$ cat config.mk
export PLATFORM = sky130hd
export DESIGN_NAME = sdram_read_buffer
export DESIGN_NICKNAME = d
export VERILOG_FILES = /design/src/rtl/sdram_read_buffer.sv
export SDC_FILE = /design/constraint.sdc
export NUM_CORES = 1
export LEC_CHECK = 0
export CAP_MARGIN = 20
export CORE_MARGIN = 5
export CORE_UTILIZATION = 53
export DETAILED_ROUTE_END_ITERATION = 8
export PLACE_DENSITY = 0.7
export SYNTH_ARGS = -nofsm -noshare
export SYNTH_HDL_FRONTEND = slang
export SYNTH_SLANG_ARGS = --single-unit
$ cat constraint.sdc
create_clock -name clk -period 6.3 [get_ports clk]
set_input_delay 1.26 -clock clk [delete_from_list [all_inputs] [get_ports clk]]
set_output_delay 1.26 -clock clk [all_outputs]
set_load 0.02 [all_outputs]
$ cat src/rtl/sdram_read_buffer.sv
`default_nettype none
// ============================================================================
// Module  : sdram_read_buffer
// Brief   : Sequences one SDRAM read transfer and buffers the returned words
//           in a first-word-fall-through FIFO for the bus-side consumer.
// Revision: 1.0 - initial release
// ============================================================================
module sdram_read_buffer #(
    parameter int DEPTH       = 16,
    parameter int AW          = 4,
    parameter int FULL_MARGIN = 2
) (
    input  logic        clk,
    input  logic        rst,
    input  logic        start,
    input  logic [21:0] start_address,
    input  logic [8:0]  word_count,
    output logic        busy,
    output logic        done,
    output logic        overflow,
    output logic        en,
    output logic [21:0] address,
    input  logic [31:0] fifo_data,
    input  logic        fifo_wr,
    output logic        fifo_full,
    output logic [31:0] out_data,
    output logic        out_valid,
    input  logic        out_ready
);

    localparam logic [AW:0] C_DEPTH   = (AW + 1)'(DEPTH);
    localparam logic [AW:0] C_FULL_TH = (AW + 1)'(DEPTH - FULL_MARGIN);

    typedef enum logic [1:0] {
        S_IDLE  = 2'd0,
        S_FETCH = 2'd1,
        S_DRAIN = 2'd2,
        S_DONE  = 2'd3
    } state_t;

    state_t         r_state;
    state_t         w_state_next;
    logic [31:0]    r_mem [DEPTH];
    logic [AW-1:0]  r_wr_ptr;
    logic [AW-1:0]  r_rd_ptr;
    logic [AW:0]    r_count;
    logic [AW:0]    w_count_next;
    logic [8:0]     r_wr_cnt;
    logic [8:0]     r_rd_cnt;
    logic [8:0]     r_word_count;
    logic [21:0]    r_address;
    logic           r_overflow;
    logic           r_fifo_full;

    logic w_start_acc;
    logic w_in_window;
    logic w_storage_full;
    logic w_push;
    logic w_drop_full;
    logic w_pop;

    assign w_start_acc    = (r_state == S_IDLE) && start;
    // Words outside the transfer window are trailing engine words: ignored.
    assign w_in_window    = (r_state == S_FETCH) && (r_wr_cnt < r_word_count);
    assign w_storage_full = (r_count == C_DEPTH);
    assign w_push         = fifo_wr && w_in_window && !w_storage_full;
    assign w_drop_full    = fifo_wr && w_in_window && w_storage_full;
    assign w_pop          = out_valid && out_ready;

    always_comb begin
        w_count_next = r_count;
        case ({w_push, w_pop})
            2'b10:   w_count_next = r_count + 1'b1;
            2'b01:   w_count_next = r_count - 1'b1;
            default: w_count_next = r_count;
        endcase
    end

    always_comb begin
        w_state_next = r_state;
        case (r_state)
            S_IDLE: begin
                if (start) begin
                    w_state_next = (word_count == 9'd0) ? S_DONE : S_FETCH;
                end
            end
            S_FETCH: begin
                if (w_push && ((r_wr_cnt + 9'd1) == r_word_count)) begin
                    w_state_next = S_DRAIN;
                end
            end
            S_DRAIN: begin
                if (r_rd_cnt == r_word_count) begin
                    w_state_next = S_DONE;
                end
            end
            S_DONE:  w_state_next = S_IDLE;
            default: w_state_next = S_IDLE;
        endcase
    end

    always_ff @(posedge clk or posedge rst) begin
        if (rst) begin
            r_state <= S_IDLE;
        end else begin
            r_state <= w_state_next;
        end
    end

    always_ff @(posedge clk or posedge rst) begin
        if (rst) begin
            r_wr_ptr    <= '0;
            r_rd_ptr    <= '0;
            r_count     <= '0;
            r_fifo_full <= 1'b0;
        end else begin
            if (w_push) begin
                r_wr_ptr <= r_wr_ptr + 1'b1;
            end
            if (w_pop) begin
                r_rd_ptr <= r_rd_ptr + 1'b1;
            end
            r_count     <= w_count_next;
            r_fifo_full <= (w_count_next >= C_FULL_TH);
        end
    end

    always_ff @(posedge clk or posedge rst) begin
        if (rst) begin
            r_wr_cnt     <= '0;
            r_rd_cnt     <= '0;
            r_word_count <= '0;
            r_address    <= '0;
            r_overflow   <= 1'b0;
        end else if (w_start_acc) begin
            r_wr_cnt     <= '0;
            r_rd_cnt     <= '0;
            r_word_count <= word_count;
            r_address    <= start_address;
            r_overflow   <= 1'b0;
        end else begin
            if (w_push) begin
                r_wr_cnt <= r_wr_cnt + 9'd1;
            end
            if (w_pop) begin
                r_rd_cnt <= r_rd_cnt + 9'd1;
            end
            if (w_drop_full) begin
                r_overflow <= 1'b1;
            end
        end
    end

    // Storage array carries no reset; contents are meaningless while empty.
    always_ff @(posedge clk) begin
        if (w_push) begin
            r_mem[r_wr_ptr] <= fifo_data;
        end
    end

    assign busy      = (r_state != S_IDLE);
    assign done      = (r_state == S_DONE);
    assign en        = (r_state == S_FETCH);
    assign address   = r_address;
    assign overflow  = r_overflow;
    assign fifo_full = r_fifo_full;
    assign out_valid = (r_count != '0);
    assign out_data  = out_valid ? r_mem[r_rd_ptr] : 32'd0;

endmodule
`default_nettype wire

# After elaboration in Yosys (flattened, before gate mapping)
# Memories as Yosys holds them, arrays and structs flattened.
# Cells that the tools add are included.
[word_totals]
ff_bits = 66
latch_bits = 0
mem_bits_rw = 512
romBits = 0
in_bits = 68
output_inout_bits = 60
memories = 1
[mem_list]
columns = ["memory", "words", "width", "rd", "rd_clocked_by_memory_dff", "wr", "line_no", "text"]
rows = [
  ["r_mem", 16, 32, 1, 0, 1, "43", "logic [31:0] r_mem [DEPTH];"],
]
[op_classes]
add_sub_neg = 6
n_mul = 0
div = 0
magnitude_cmp = 2
eq_ne = 11
n_shift = 0
n_mux = 15
n_bitwise = 0
reduce_logical = 16
[op_table]
columns = ["op", "count"]
rows = [
  ["9-bit 2-to-1 mux", 4],
  ["32-bit 2-to-1 mux", 1],
  ["9-bit by 1-bit adder with 9-bit output (second input constant)", 2],
  ["9-bit == test", 2],
  ["5-bit case mux with 2 select lines", 1],
  ["9-bit zero test", 1],
  ["9-bit < comparator", 1],
  ["4-bit by 1-bit adder with 4-bit output (second input constant)", 2],
  ["2-bit 2-to-1 mux", 4],
  ["2-bit case mux with 4 select lines", 1],
  ["2-bit nonzero test", 4],
  ["1-bit logical AND", 7],
  ["2-bit == test (second input constant)", 3],
  ["5-bit by 1-bit adder with 5-bit output (second input constant)", 1],
  ["5-bit == test (second input constant)", 1],
  ["5-bit by 4-bit greater-or-equal comparator with 1-bit output (second input constant)", 1],
  ["5-bit nonzero test", 1],
  ["5-bit by 1-bit subtractor with 5-bit output (second input constant)", 1],
  ["2-bit by 1-bit == test with 1-bit output (second input constant)", 2],
  ["1-bit 2-to-1 mux", 4],
  ["2-bit != test (second input constant)", 2],
  ["3-bit AND reduction", 1],
  ["2-bit zero test", 1],
  ["2-bit by 1-bit != test with 1-bit output (second input constant)", 1],
  ["1-bit zero test", 1],
]

# Depth between registers and ports, before layout
[depth]
word_depth = 7
depth_mapped = 17
depth_no_buf = 16

# Worst setup path before layout
# No wires, ideal clock.
[synth_timing]
kind = "input-to-reg"
startpoint = "input fifo_wr"
endpoint = "memory r_mem[3][0] (enable)"
setup_time_ns = 0.461
arrival_time_ns = 4.396
required_time_ns = 5.839
slack_ns = 1.443
stages = 7
n_path_buf = 2
path_cell_list = "nand2_1 a211oi_1 and3_1 buf_2 buf_2 nand2_1 nor3_1"
[synth_via]
elab_chain_len = 4
[synth_rtl]
columns = ["item", "line_no", "text"]
rows = [
  ["start, declared", "24", "input logic fifo_wr,"],
  ["1-bit logical AND (2 in a row)", "66", "assign w_push = fifo_wr && w_in_window && !w_storage_full;"],
  ["1-bit 2-to-1 mux", "156", "if (w_push) begin"],
  ["1-bit 2-to-1 mux (implied by the code)", "157", "r_mem[r_wr_ptr] <= fifo_data;"],
  ["end, declared", "43", ""],
]
# No other way between the ends.

# Worst setup path after layout
[layout_timing]
startpoint = "register r_rd_ptr[0]"
endpoint = "output out_data[23]"
[layout_via]
elab_chain_len = 2
[layout_rtl]
columns = ["item", "line_no", "text"]
rows = [
  ["start, declared", "45", "logic [AW-1:0] r_rd_ptr;"],
  ["start signal, assigned", "121", "r_rd_ptr <= r_rd_ptr + 1'b1;"],
  ["memory 16 x 32 bit", "--", ""],
  ["32-bit 2-to-1 mux", "168", "assign out_data = out_valid ? r_mem[r_rd_ptr] : 32'd0;"],
  ["end, declared", "26", "output logic [31:0] out_data,"],
]
# No other way between the ends.

==> results.md <==
* Status: complete, no violations
* Final worst path period share at 81.6%
* Crit-path max cell delay at 1.03 ns
* DR iter-0 viols at 1010
* Worst min-delay path category: flip-flop to flip-flop
* Yosys cell types at 44
* CTS max path bufs at 3
* Final hold violations at 0
* Routed WL per cell at 25.9 µm
* Top FF cell, synth: edfxtp_1
* First-pass GRT wire length at 74100 µm
* I/O pins at 128
* Avg Inst Size Synth at 20.9 µm²
* Slew at the pin closest to its max-slew limit at 1.07 ns
* CP Launch Type: flip-flop
* P_leak at 0.00884 µW
* Area of the core at 43000 µm²
* Crit-path slowest cell: dfrtp_4
* Total grt overflow at 0
* Cts hold-fix bufs at 0
* Top post-synthesis cells by area: edfxtp_1 67%, mux4_2 16%, dfrtp_1 7.2%, ha_1 1.3%, mux2_2 1.2%
* Synthesis warning total at 0
* Post-synth top area share at 66.9%
* Post_cts resized at 0
* Critical path cell sequence: buf_4 > mux4_2 > mux4_2 > and2_1 > clkdlybuf4s50_1
* Cell mode on critical path: mux4_2
* ANT cells at 0
* EDFF count, synth at 512
* Kind of critical path: flip-flop to output port
* Critical path arrival at 3.88 ns
* Synth cell count leaders: 512 x edfxtp_1, 160 x mux4_2, 66 x dfrtp_1
* Slew headroom at 29.0%
* Initial antenna violation count at 5
* Die Width at 218 µm
* Clock Latency Late Sink at 0.61 ns
* Starting density of the core at 53.5%
* Final worst slack at 1.16 ns
* Die H at 218 µm
* P&R area growth vs syn at 17.3%
* Worst vdd ir at 0.348 mV
* Synth area leader: edfxtp_1
* PortBufs at 127
* Max-cap violations at 0
* Largest net degree at the start of global routing at 71
* Critical Path End Type: output port
* Final GP Congestion at 0.765
* DR vias/cell at 5.90
* DP HPWL at 27000 µm
* Die area at 47600 µm²
* Post-Syn Nets at 1193
* Crit path max fanout at 44
* Post-DRT Antenna Nets at 0
* Synth Cell Area at 23000 µm²
* Top-count cell post-synth: edfxtp_1
* Layout Cells excl Fill at 1885
* Vias in the first global route at 11600
* Total global-route track usage at 20.9%
* Placed cell count at 1786
* Synth Register Bits at 578
* DRC at 0
* CTS sink count at 578
* Fin Clk Skew at 0.0203 ns
* Setup TNS at 0 ns
* Drt pass-1 iters at 5
* TritonCTS clock tree: built
* Sequential area share after synthesis at 74.1%
* CTS Root Cell: clkbuf_16
* Vias at 11100
* Setup violations, final at 0
* Fraction of layout cells with a size suffix above 1 at 24.8%
* Max Clock Freq at 0.195 GHz
* Critical Path RT at 5.04 ns
* Overall routed net length at 48900 µm
* Mapped Cells at 1101
* CTS Buf Count at 57
* H-tree levels at 2
* # nets final at 1353
* Worst-path clk slew at 0.06 ns
* Setup slack after placement at 1.64 ns
* RSZ-0062 raised after global routing: no
* PD cells at 451 nW/µm²
* Post-CTS Setup Inserts at 0
* Cell row count at 76
* Async SR Flop Fraction at 11.4%
* Post-route minimum period at 5.14 ns
* Slew Viols, Final at 0
power breakdown:
group	total [µW]	leakage [µW]	switching (µW)	internal (µW)
clock	3270	0.000858	1390	1880
combinational	4000	0.00256	1900	2110
sequential	4890	0.00542	368	4520
layout make-up:
class	count	area, µm²
multi-input cells	446	5760
clock inverters	29	298
inverters	20	75.1
repair buffers	158	1570
fillers	2986	16000
well taps	585	732
flip-flops and latches	578	17000
clock buffers	69	1490
worst paths after layout:
kind	startpoint	to	slack (ns)	cells past startpoint
max	r_rd_ptr[0]	out_data[23]	1.16	5
min	address[3]	address[3]	0.51	1
max reg2reg	r_count[1]	fifo_full	2.18	12
min reg2reg	address[3]	address[3]	0.51	1
max in group asynchronous	rst	r_rd_ptr[0]	4.41	3
min in group asynchronous	rst	address[10]	1.21	3
stage by stage:
stage	instance area, µm²	power (µW)	hold slack, ns	utilization, %
after global routing	27000	12700	0.527	62.7
final	27000	12200	0.505	62.7
after CTS	26900	12300	0.509	62.7
after global placement	25100	8940	0.487	58.5
after floorplan	23000	7530	0.490	-
after detailed placement	25200	8990	0.495	58.5
registers in the layout, summed over array words and instances, names as in the netlist:
signal        flops
r_wr_ptr          4
r_state           2
address          22
r_rd_ptr          4
r_mem           512
r_rd_cnt          9
fifo_full         1
r_word_count      9
r_wr_cnt          9
overflow          1
r_count           5
cell families after synthesis:
family,synth area share [%]
flops,74.1
fa+ha+maj,1.31
simple gates,3.38
compound gates,1.09
mux,17.1
buf+inv,1.34
xor+xnor,1.71
cell usage in the layout, fill, tap and decap left out, types with 18 or more instances in the layout:
cell / instances
mux4_2: 160
nor2_1: 25
clkdlybuf4s50_1: 127
xnor2_1: 18
mux2_2: 25
dfrtp_1: 62
ha_1: 24
nand2_1: 26
xor2_1: 27
buf_4: 26
edfxtp_1: 512
clkbuf_16: 58
inv_1: 18
and2_1: 34
per-layer routing:
| metal | wire, µm | global-route usage [%] |
|---|---|---|
| met3 | 3710 | 4.81 |
| met1 | 20600 | 30.3 |
| met4 | 874 | 4.58 |
| met5 | 59 | 0 |
| met2 | 23700 | 33.4 |
critical path: cells and delay by family, from the launching register on:
| kind | cells | cell delay [ns] |
|---|---|---|
| multiplexers | 2 | 1.06 |
| AND/OR/NAND/NOR | 1 | 0.18 |
| flip-flops | 1 | 1.03 |
| buffers and inverters | 2 | 0.99 |
Note: power is estimated with default switching activity, not from simulation.
